**src/rtl/loader_pkg.sv**
```systemverilog
`default_nettype none
// +----------------------------------------------------------------------+
// | loader_pkg : shared state codes and stream constants for the loader  |
// | rev 1.0                                                              |
// +----------------------------------------------------------------------+
package loader_pkg;

  localparam logic [2:0] c_ST_IDLE  = 3'd0;
  localparam logic [2:0] c_ST_HDR   = 3'd1;
  localparam logic [2:0] c_ST_DATA  = 3'd2;
  localparam logic [2:0] c_ST_WRITE = 3'd3;
  localparam logic [2:0] c_ST_DONE  = 3'd4;

  localparam int c_HDR_BYTES  = 2;
  localparam int c_WORD_BYTES = 4;

  // Words of RAM available from base to the top; zero if base is already past the end.
  function automatic logic [31:0] f_room(input int depth, input int base);
    return (depth > base) ? 32'(depth - base) : 32'd0;
  endfunction

endpackage
`default_nettype wire

```
**src/rtl/word_assembler.sv**
```systemverilog
`default_nettype none
// +----------------------------------------------------------------------+
// | word_assembler : 8->32 MSB-first byte packer with 2-bit byte counter |
// | rev 1.0                                                              |
// +----------------------------------------------------------------------+
module word_assembler
  import loader_pkg::*;
(
  input  logic        clk,
  input  logic        rst_n,
  input  logic        clear,
  input  logic        shift_en,
  input  logic [7:0]  byte_in,
  output logic [31:0] word_next,
  output logic        word_full
);

  logic [1:0]  r_cnt;
  logic [23:0] r_word;

  // The completed word is presented combinationally so the FSM can launch the
  // write on the same edge that accepts the last byte.
  assign word_next = {r_word, byte_in};
  assign word_full = shift_en && (r_cnt == 2'(c_WORD_BYTES - 1));

  always_ff @(posedge clk or negedge rst_n) begin
    if (!rst_n) begin
      r_cnt  <= 2'd0;
      r_word <= 24'd0;
    end else if (clear) begin
      r_cnt  <= 2'd0;
      r_word <= 24'd0;
    end else if (shift_en) begin
      r_cnt  <= r_cnt + 2'd1;
      r_word <= word_next[23:0];
    end
  end

endmodule
`default_nettype wire

```
**src/rtl/program_loader.sv**
```systemverilog
`default_nettype none
// +----------------------------------------------------------------------+
// | program_loader : byte-stream to RAM writer, holds CPU in reset       |
// | rev 1.0                                                              |
// +----------------------------------------------------------------------+
module program_loader
  import loader_pkg::*;
#(
  parameter logic [15:0] BASE_ADDR   = 16'h0000,
  parameter int          MEM_DEPTH   = 1024,
  parameter logic        WRITE_LEVEL = 1'b1
) (
  input  logic        clk,
  input  logic        reset,
  input  logic        load_start,
  input  logic        byte_valid,
  input  logic [7:0]  byte_data,
  output logic        byte_ready,
  output logic        mem_enable,
  output logic        mem_read_write,
  output logic [15:0] mem_address,
  output logic [31:0] mem_data,
  output logic        cpu_reset_n,
  output logic        busy,
  output logic        done,
  output logic        err,
  output logic [31:0] checksum
);

  localparam logic [31:0] c_ROOM = f_room(MEM_DEPTH, int'({16'd0, BASE_ADDR}));

  logic [2:0]  r_state;
  logic        r_hdr_cnt;
  logic [7:0]  r_hdr_hi;
  logic [15:0] r_n;
  logic [15:0] r_idx;
  logic        r_mem_enable;
  logic        r_mem_rw;
  logic [15:0] r_mem_address;
  logic [31:0] r_mem_data;
  logic        r_cpu_reset_n;
  logic        r_busy;
  logic        r_done;
  logic        r_err;
  logic [31:0] r_checksum;

  logic        w_accept;
  logic        w_start;
  logic        w_shift;
  logic [15:0] w_n_next;
  logic [31:0] w_word_next;
  logic        w_word_full;

  assign byte_ready = (r_state == c_ST_HDR) || (r_state == c_ST_DATA);
  assign w_accept   = byte_valid && byte_ready;
  assign w_start    = load_start && ((r_state == c_ST_IDLE) || (r_state == c_ST_DONE));
  assign w_shift    = w_accept && (r_state == c_ST_DATA);
  assign w_n_next   = {r_hdr_hi, byte_data};

  word_assembler u_word_assembler (
    .clk       (clk),
    .rst_n     (reset),
    .clear     (w_start),
    .shift_en  (w_shift),
    .byte_in   (byte_data),
    .word_next (w_word_next),
    .word_full (w_word_full)
  );

  always_ff @(posedge clk or negedge reset) begin
    if (!reset) begin
      r_state       <= c_ST_IDLE;
      r_hdr_cnt     <= 1'b0;
      r_hdr_hi      <= 8'd0;
      r_n           <= 16'd0;
      r_idx         <= 16'd0;
      r_mem_enable  <= 1'b0;
      r_mem_rw      <= ~WRITE_LEVEL;
      r_mem_address <= 16'd0;
      r_mem_data    <= 32'd0;
      r_cpu_reset_n <= 1'b0;
      r_busy        <= 1'b0;
      r_done        <= 1'b0;
      r_err         <= 1'b0;
      r_checksum    <= 32'd0;
    end else begin
      // The write strobe is a single-cycle pulse; only DATA re-arms it.
      r_mem_enable <= 1'b0;
      r_mem_rw     <= ~WRITE_LEVEL;
      case (r_state)
        c_ST_IDLE, c_ST_DONE: begin
          if (load_start) begin
            r_state       <= c_ST_HDR;
            r_hdr_cnt     <= 1'b0;
            r_idx         <= 16'd0;
            r_done        <= 1'b0;
            r_err         <= 1'b0;
            r_checksum    <= 32'd0;
            r_busy        <= 1'b1;
            r_cpu_reset_n <= 1'b0;
          end
        end
        c_ST_HDR: begin
          if (w_accept) begin
            if (!r_hdr_cnt) begin
              r_hdr_hi  <= byte_data;
              r_hdr_cnt <= 1'b1;
            end else begin
              r_hdr_cnt <= 1'b0;
              r_n       <= w_n_next;
              if (w_n_next == 16'd0) begin
                r_state       <= c_ST_DONE;
                r_busy        <= 1'b0;
                r_done        <= 1'b1;
                r_cpu_reset_n <= 1'b1;
              end else if ({16'd0, w_n_next} > c_ROOM) begin
                // Oversized image: nothing is written and the CPU stays in reset.
                r_state <= c_ST_DONE;
                r_busy  <= 1'b0;
                r_done  <= 1'b1;
                r_err   <= 1'b1;
              end else begin
                r_state <= c_ST_DATA;
              end
            end
          end
        end
        c_ST_DATA: begin
          if (w_word_full) begin
            r_state       <= c_ST_WRITE;
            r_mem_enable  <= 1'b1;
            r_mem_rw      <= WRITE_LEVEL;
            r_mem_address <= BASE_ADDR + r_idx;
            r_mem_data    <= w_word_next;
          end
        end
        c_ST_WRITE: begin
          r_checksum <= r_checksum + r_mem_data;
          r_idx      <= r_idx + 16'd1;
          if ((r_idx + 16'd1) == r_n) begin
            r_state       <= c_ST_DONE;
            r_busy        <= 1'b0;
            r_done        <= 1'b1;
            r_cpu_reset_n <= 1'b1;
          end else begin
            r_state <= c_ST_DATA;
          end
        end
        default: begin
          r_state <= c_ST_IDLE;
          r_busy  <= 1'b0;
        end
      endcase
    end
  end

  assign mem_enable     = r_mem_enable;
  assign mem_read_write = r_mem_rw;
  assign mem_address    = r_mem_address;
  assign mem_data       = r_mem_data;
  assign cpu_reset_n    = r_cpu_reset_n;
  assign busy           = r_busy;
  assign done           = r_done;
  assign err            = r_err;
  assign checksum       = r_checksum;

endmodule
`default_nettype wire

```
**config.mk**
```make
export PLATFORM = sky130hd
export DESIGN_NAME = program_loader
export DESIGN_NICKNAME = d
export VERILOG_FILES = /design/src/rtl/loader_pkg.sv /design/src/rtl/word_assembler.sv /design/src/rtl/program_loader.sv
export SDC_FILE = /design/constraint.sdc
export NUM_CORES = 1
export LEC_CHECK = 0
export CAP_MARGIN = 20
export CORE_ASPECT_RATIO = 1.25
export CORE_MARGIN = 4
export CORE_UTILIZATION = 45
export DETAILED_ROUTE_END_ITERATION = 10
export PLACE_DENSITY = 0.69
export SKIP_LAST_GASP = 1
export SLEW_MARGIN = 10
export SYNTH_ARGS = -nofsm -noshare
export SYNTH_HDL_FRONTEND = slang
export SYNTH_SLANG_ARGS = --single-unit
```
**constraint.sdc**
```tcl
create_clock -name clk -period 7 [get_ports clk]
set_input_delay 1.4 -clock clk [delete_from_list [all_inputs] [get_ports clk]]
set_output_delay 1.4 -clock clk [all_outputs]
set_load 0.01 [all_outputs]
```
==> summary.txt <==
Setup path
  • Top delay family on crit path: simple AND/OR/NAND/NOR gates
  • Worst setup EP type: flop
  • Worst setup path endpoint: mem_data[10]
  • CP cell instances: clkdlybuf4s50_1 > and2_1 > nand2_2 > buf_4 > mux2_2
  • R2r startpoint: r_state[1]
  • Reg2Reg Setup Slack: about 3.7 ns
  • Critical Setup Path Class: input pin to flop
  • Worst path required time: 7.31 ns
  • CP Launch Point: byte_valid
  • Reg2reg path depth: 6
  • Crit path arrival time: 4.02 ns
  • CP Launch Type: input pin
  • Crit-path max FO: 27
  • Worst R2R End: mem_data[10]
  • Largest stage delay, worst path: 0.74 ns
  • Buf/Inv on CP: 2
  • Critical-path top delay cell: and2_1
  • Levels on crit path: 5

GRT
  • Initial antenna violation count: 0
  • GRT Total Usage: 19.0%
  • Vias in the first global route: about 5800
  • First-pass GRT wire length: slightly above 30000 µm
  • Grt total ovfl: 0
  • Largest net degree at the start of global routing: 91

Place
  • GP Congestion: 0.825
  • PortBufs: 98
  • Pre-CTS WS: 2.82 ns
  • DP HPWL: 13100 µm

Power and ir drop
  • Leak Pwr: 4.59 nW
  • Sequential share of power: 45.0%
  • Sw frac: 28.2%
  • Clk network pwr share: 36.3%
  • Switch Pwr: slightly below 0.0007 W
  • Total power draw: 0.00244 W
  • Gate power share: 18.7%
  • Pwr/cell area: between 200 and 300 nW/µm²
  • Max VDD drop: 0.184 mV
  • Internal power: roughly 0.0018 W

Floorplan
  • Core ar.: 17600 µm²
  • # IOs: 99
  • Die Height: 158 µm
  • Std cell rows: 54
  • Die W: 128 µm
  • Die Footprint: 20100 µm²
  • Initial Utilization: 45.9%

Detailed routing
  • Post-DR wirelength/cell: 17.3 µm
  • Detailed Route WL: 19000 µm
  • Initial drt markers: between 400 and 500
  • Vias: 6116
  • DRC Markers: 0
  • Vias/cell: 5.59
  • TritonRoute pass-1 iters: 5
  • Post-DRT Antenna Nets: 0

Yosys
  • Syn Inst Count: 777
  • Register area share after synthesis: between 40% and 50%
  • Syn nets: 823
  • Fraction of registers with async set/reset: 100%
  • Count of cell types in the netlist: 61
  • Mapped cell area: 8070 µm²
  • Synth Warn #: 0
  • Synthesized area per cell: 10.4 µm²
  • Top_reg_cell synth: dfrtp_1
  • Post-synth EDFFs: 0
  • Yosys reg bits: 155

STA
  • Least-Margin Pin Slew: 0.983 ns
  • Hold Fails Final Rpt: 0
  • Setup TNS Final: 0 ns
  • Setup slack after layout: 3.29 ns
  • Relative max-transition margin: 34.5%
  • Setup-failing EPs final: 0
  • Tcrit/Tclk final: 53.0%
  • RSZ-0062 raised after global routing: no
  • Final min period: 3.71 ns
  • F_max: 0.270 GHz
  • Hold slack: 0.499 ns
  • Fin. max-slew vios: 0
  • Worst Skew: around 0.0054 ns

Layout
  • Multi-input gate area in the final layout: just under 4000 µm²
  • Antenna Cells: 0
  • Final #Nets: 905
  • Share of cells above drive strength 1: approximately 14%
  • Most common cell after layout, fill and taps aside: dfrtp_1
  • Storage element area: slightly below 4000 µm²
  • Area Growth Syn to Fin: 20.6%
  • Fill count: 1559
  • Commonest non-fill, non-tap cells in the layout: dfrtp_1, nand2_1, clkdlybuf4s50_1

Clock tree
  • Num CTS Buffers: 17
  • Clk_lat worst skew: 0.42 ns
  • Clock buffer depth: 2
  • Cts repair resizes: 0
  • Root Buffer: clkbuf_16
  • H-tree depth: 4
  • Postcts setup bufs: 0
  • Clk sinks: 155
  • CTS Hold Bufs: 0
  • Clock transition at path regs: roughly 0.060 ns
  • CTS tree: yes

Min path
  • Min-delay src: u_word_assembler.r_word[18]
  • Hold Crit Class: flop to flop

Run status
  • Status: finished, final reports clean

Flow run
  • Max-cap violations: 0
[worst min path at each step]
stage | end | slack (ns) | depth (start not counted)
4_1_cts | u_word_assembler.r_word[18] | 0.50 | 2
3_5_place_dp | u_word_assembler.r_word[18] | 0.49 | 2
5_1_grt | mem_data[31] | 0.52 | 1
6_report | u_word_assembler.r_word[18] | 0.50 | 2
3_3_place_gp | u_word_assembler.r_word[18] | 0.48 | 2
2_1_floorplan | u_word_assembler.r_word[10] | 0.46 | 2
[cells in the mapped netlist, drive strengths merged (4+ instances only)]
cell type / count / area share [%]
buf: 22 / 1.7
and4: 6 / 0.65
nor4: 4 / 0.31
a22o: 4 / 0.43
mux2: 71 / 9.9
inv: 11 / 0.51
a21oi: 41 / 2.6
a21o: 21 / 2.0
nor2b: 4 / 0.31
a31oi: 12 / 0.93
nor3: 5 / 0.43
nand3: 41 / 2.5
dfrtp: 155 / 48
nor2: 28 / 1.3
xor2: 24 / 2.6
and2: 6 / 0.47
clkbuf: 19 / 1.0
o31ai: 11 / 1.1
nand2: 106 / 4.9
xnor2: 27 / 2.9
o21bai: 4 / 0.37
nand4: 13 / 1.0
o21ai: 67 / 4.2
and3: 7 / 0.56
ha: 33 / 5.1
[tightest hold or removal path, delay by kind of cell (launching register included)]
kind | cells | cell delay, ns
flops | 1 | 0.34
simple gates | 2 | 0.12
[sequential cells by signal, indices dropped and copies added (netlist names)]
| signal | cells |
|---|---|
| r_n | 16 |
| r_idx | 16 |
| r_hdr_cnt | 1 |
| mem_data | 32 |
| checksum | 32 |
| done | 1 |
| busy | 1 |
| mem_address | 16 |
| err | 1 |
| cpu_reset_n | 1 |
| u_word_assembler.r_cnt | 2 |
| u_word_assembler.r_word | 24 |
| mem_read_write | 1 |
| r_hdr_hi | 8 |
| r_state | 3 |
[power by group through the flow]
| stage | Combinational, W | Clock, W | Sequential, W |
|---|---|---|---|
| final | 0.000455 | 0.000885 | 0.00110 |
| after detailed placement | 0.000452 | 0 | 0.00111 |
| after CTS | 0.000454 | 0.000902 | 0.00110 |
| after global placement | 0.000442 | 0 | 0.00111 |
| after global routing | 0.000501 | 0.000947 | 0.00111 |
| after floorplan | 0.000337 | 0 | 0.00107 |
[through the flow]
| stage | cell area [µm²] | cells | util, % |
|---|---|---|---|
| 5_1_grt | 9730 | 1094 | 55.4 |
| 4_1_cts | 9710 | 1093 | 55.3 |
| 3_5_place_dp | 9160 | 1063 | 52.1 |
| 3_3_place_gp | 9160 | 1063 | 52.1 |
| 2_1_floorplan | 8070 | 777 | - |
| 6_report | 9730 | 1094 | 55.4 |
[cells by family (layout without fill, tap and decap cells)]
group,after synthesis,after routing,share of synthesized area (%)
muxes,74,74,10.3
and+or+nand+nor,233,233,13.8
DFF,155,155,48.1
adders and majority gates,34,34,5.37
xor gates and xnor gates,51,51,5.54
buffers and inverters,52,145,3.24
AOI/OAI and AO/OA,178,178,13.7
[per-layer routing]
| metal | track usage (%) | vias to the layer above | share of wire (%) |
|---|---|---|---|
| met1 | 25.1 | 3017 | 45 |
| met5 | 0 | - | 0 |
| met2 | 32.1 | 136 | 50 |
| li1 | - | 2947 | - |
| met4 | 5.06 | 0 | 1.2 |
| met3 | 4.05 | 16 | 3.9 |
[layout make-up]
type	count	area share (%)
repair buffers	104	10.6
flip-flops and latches	155	39.9
inverters	11	0.424
multi-input cells	570	40.5
clock buffers	21	4.73
well taps	224	2.88
clock inverters	9	1.00
No activity file was read; power rests on OpenSTA's default activity.
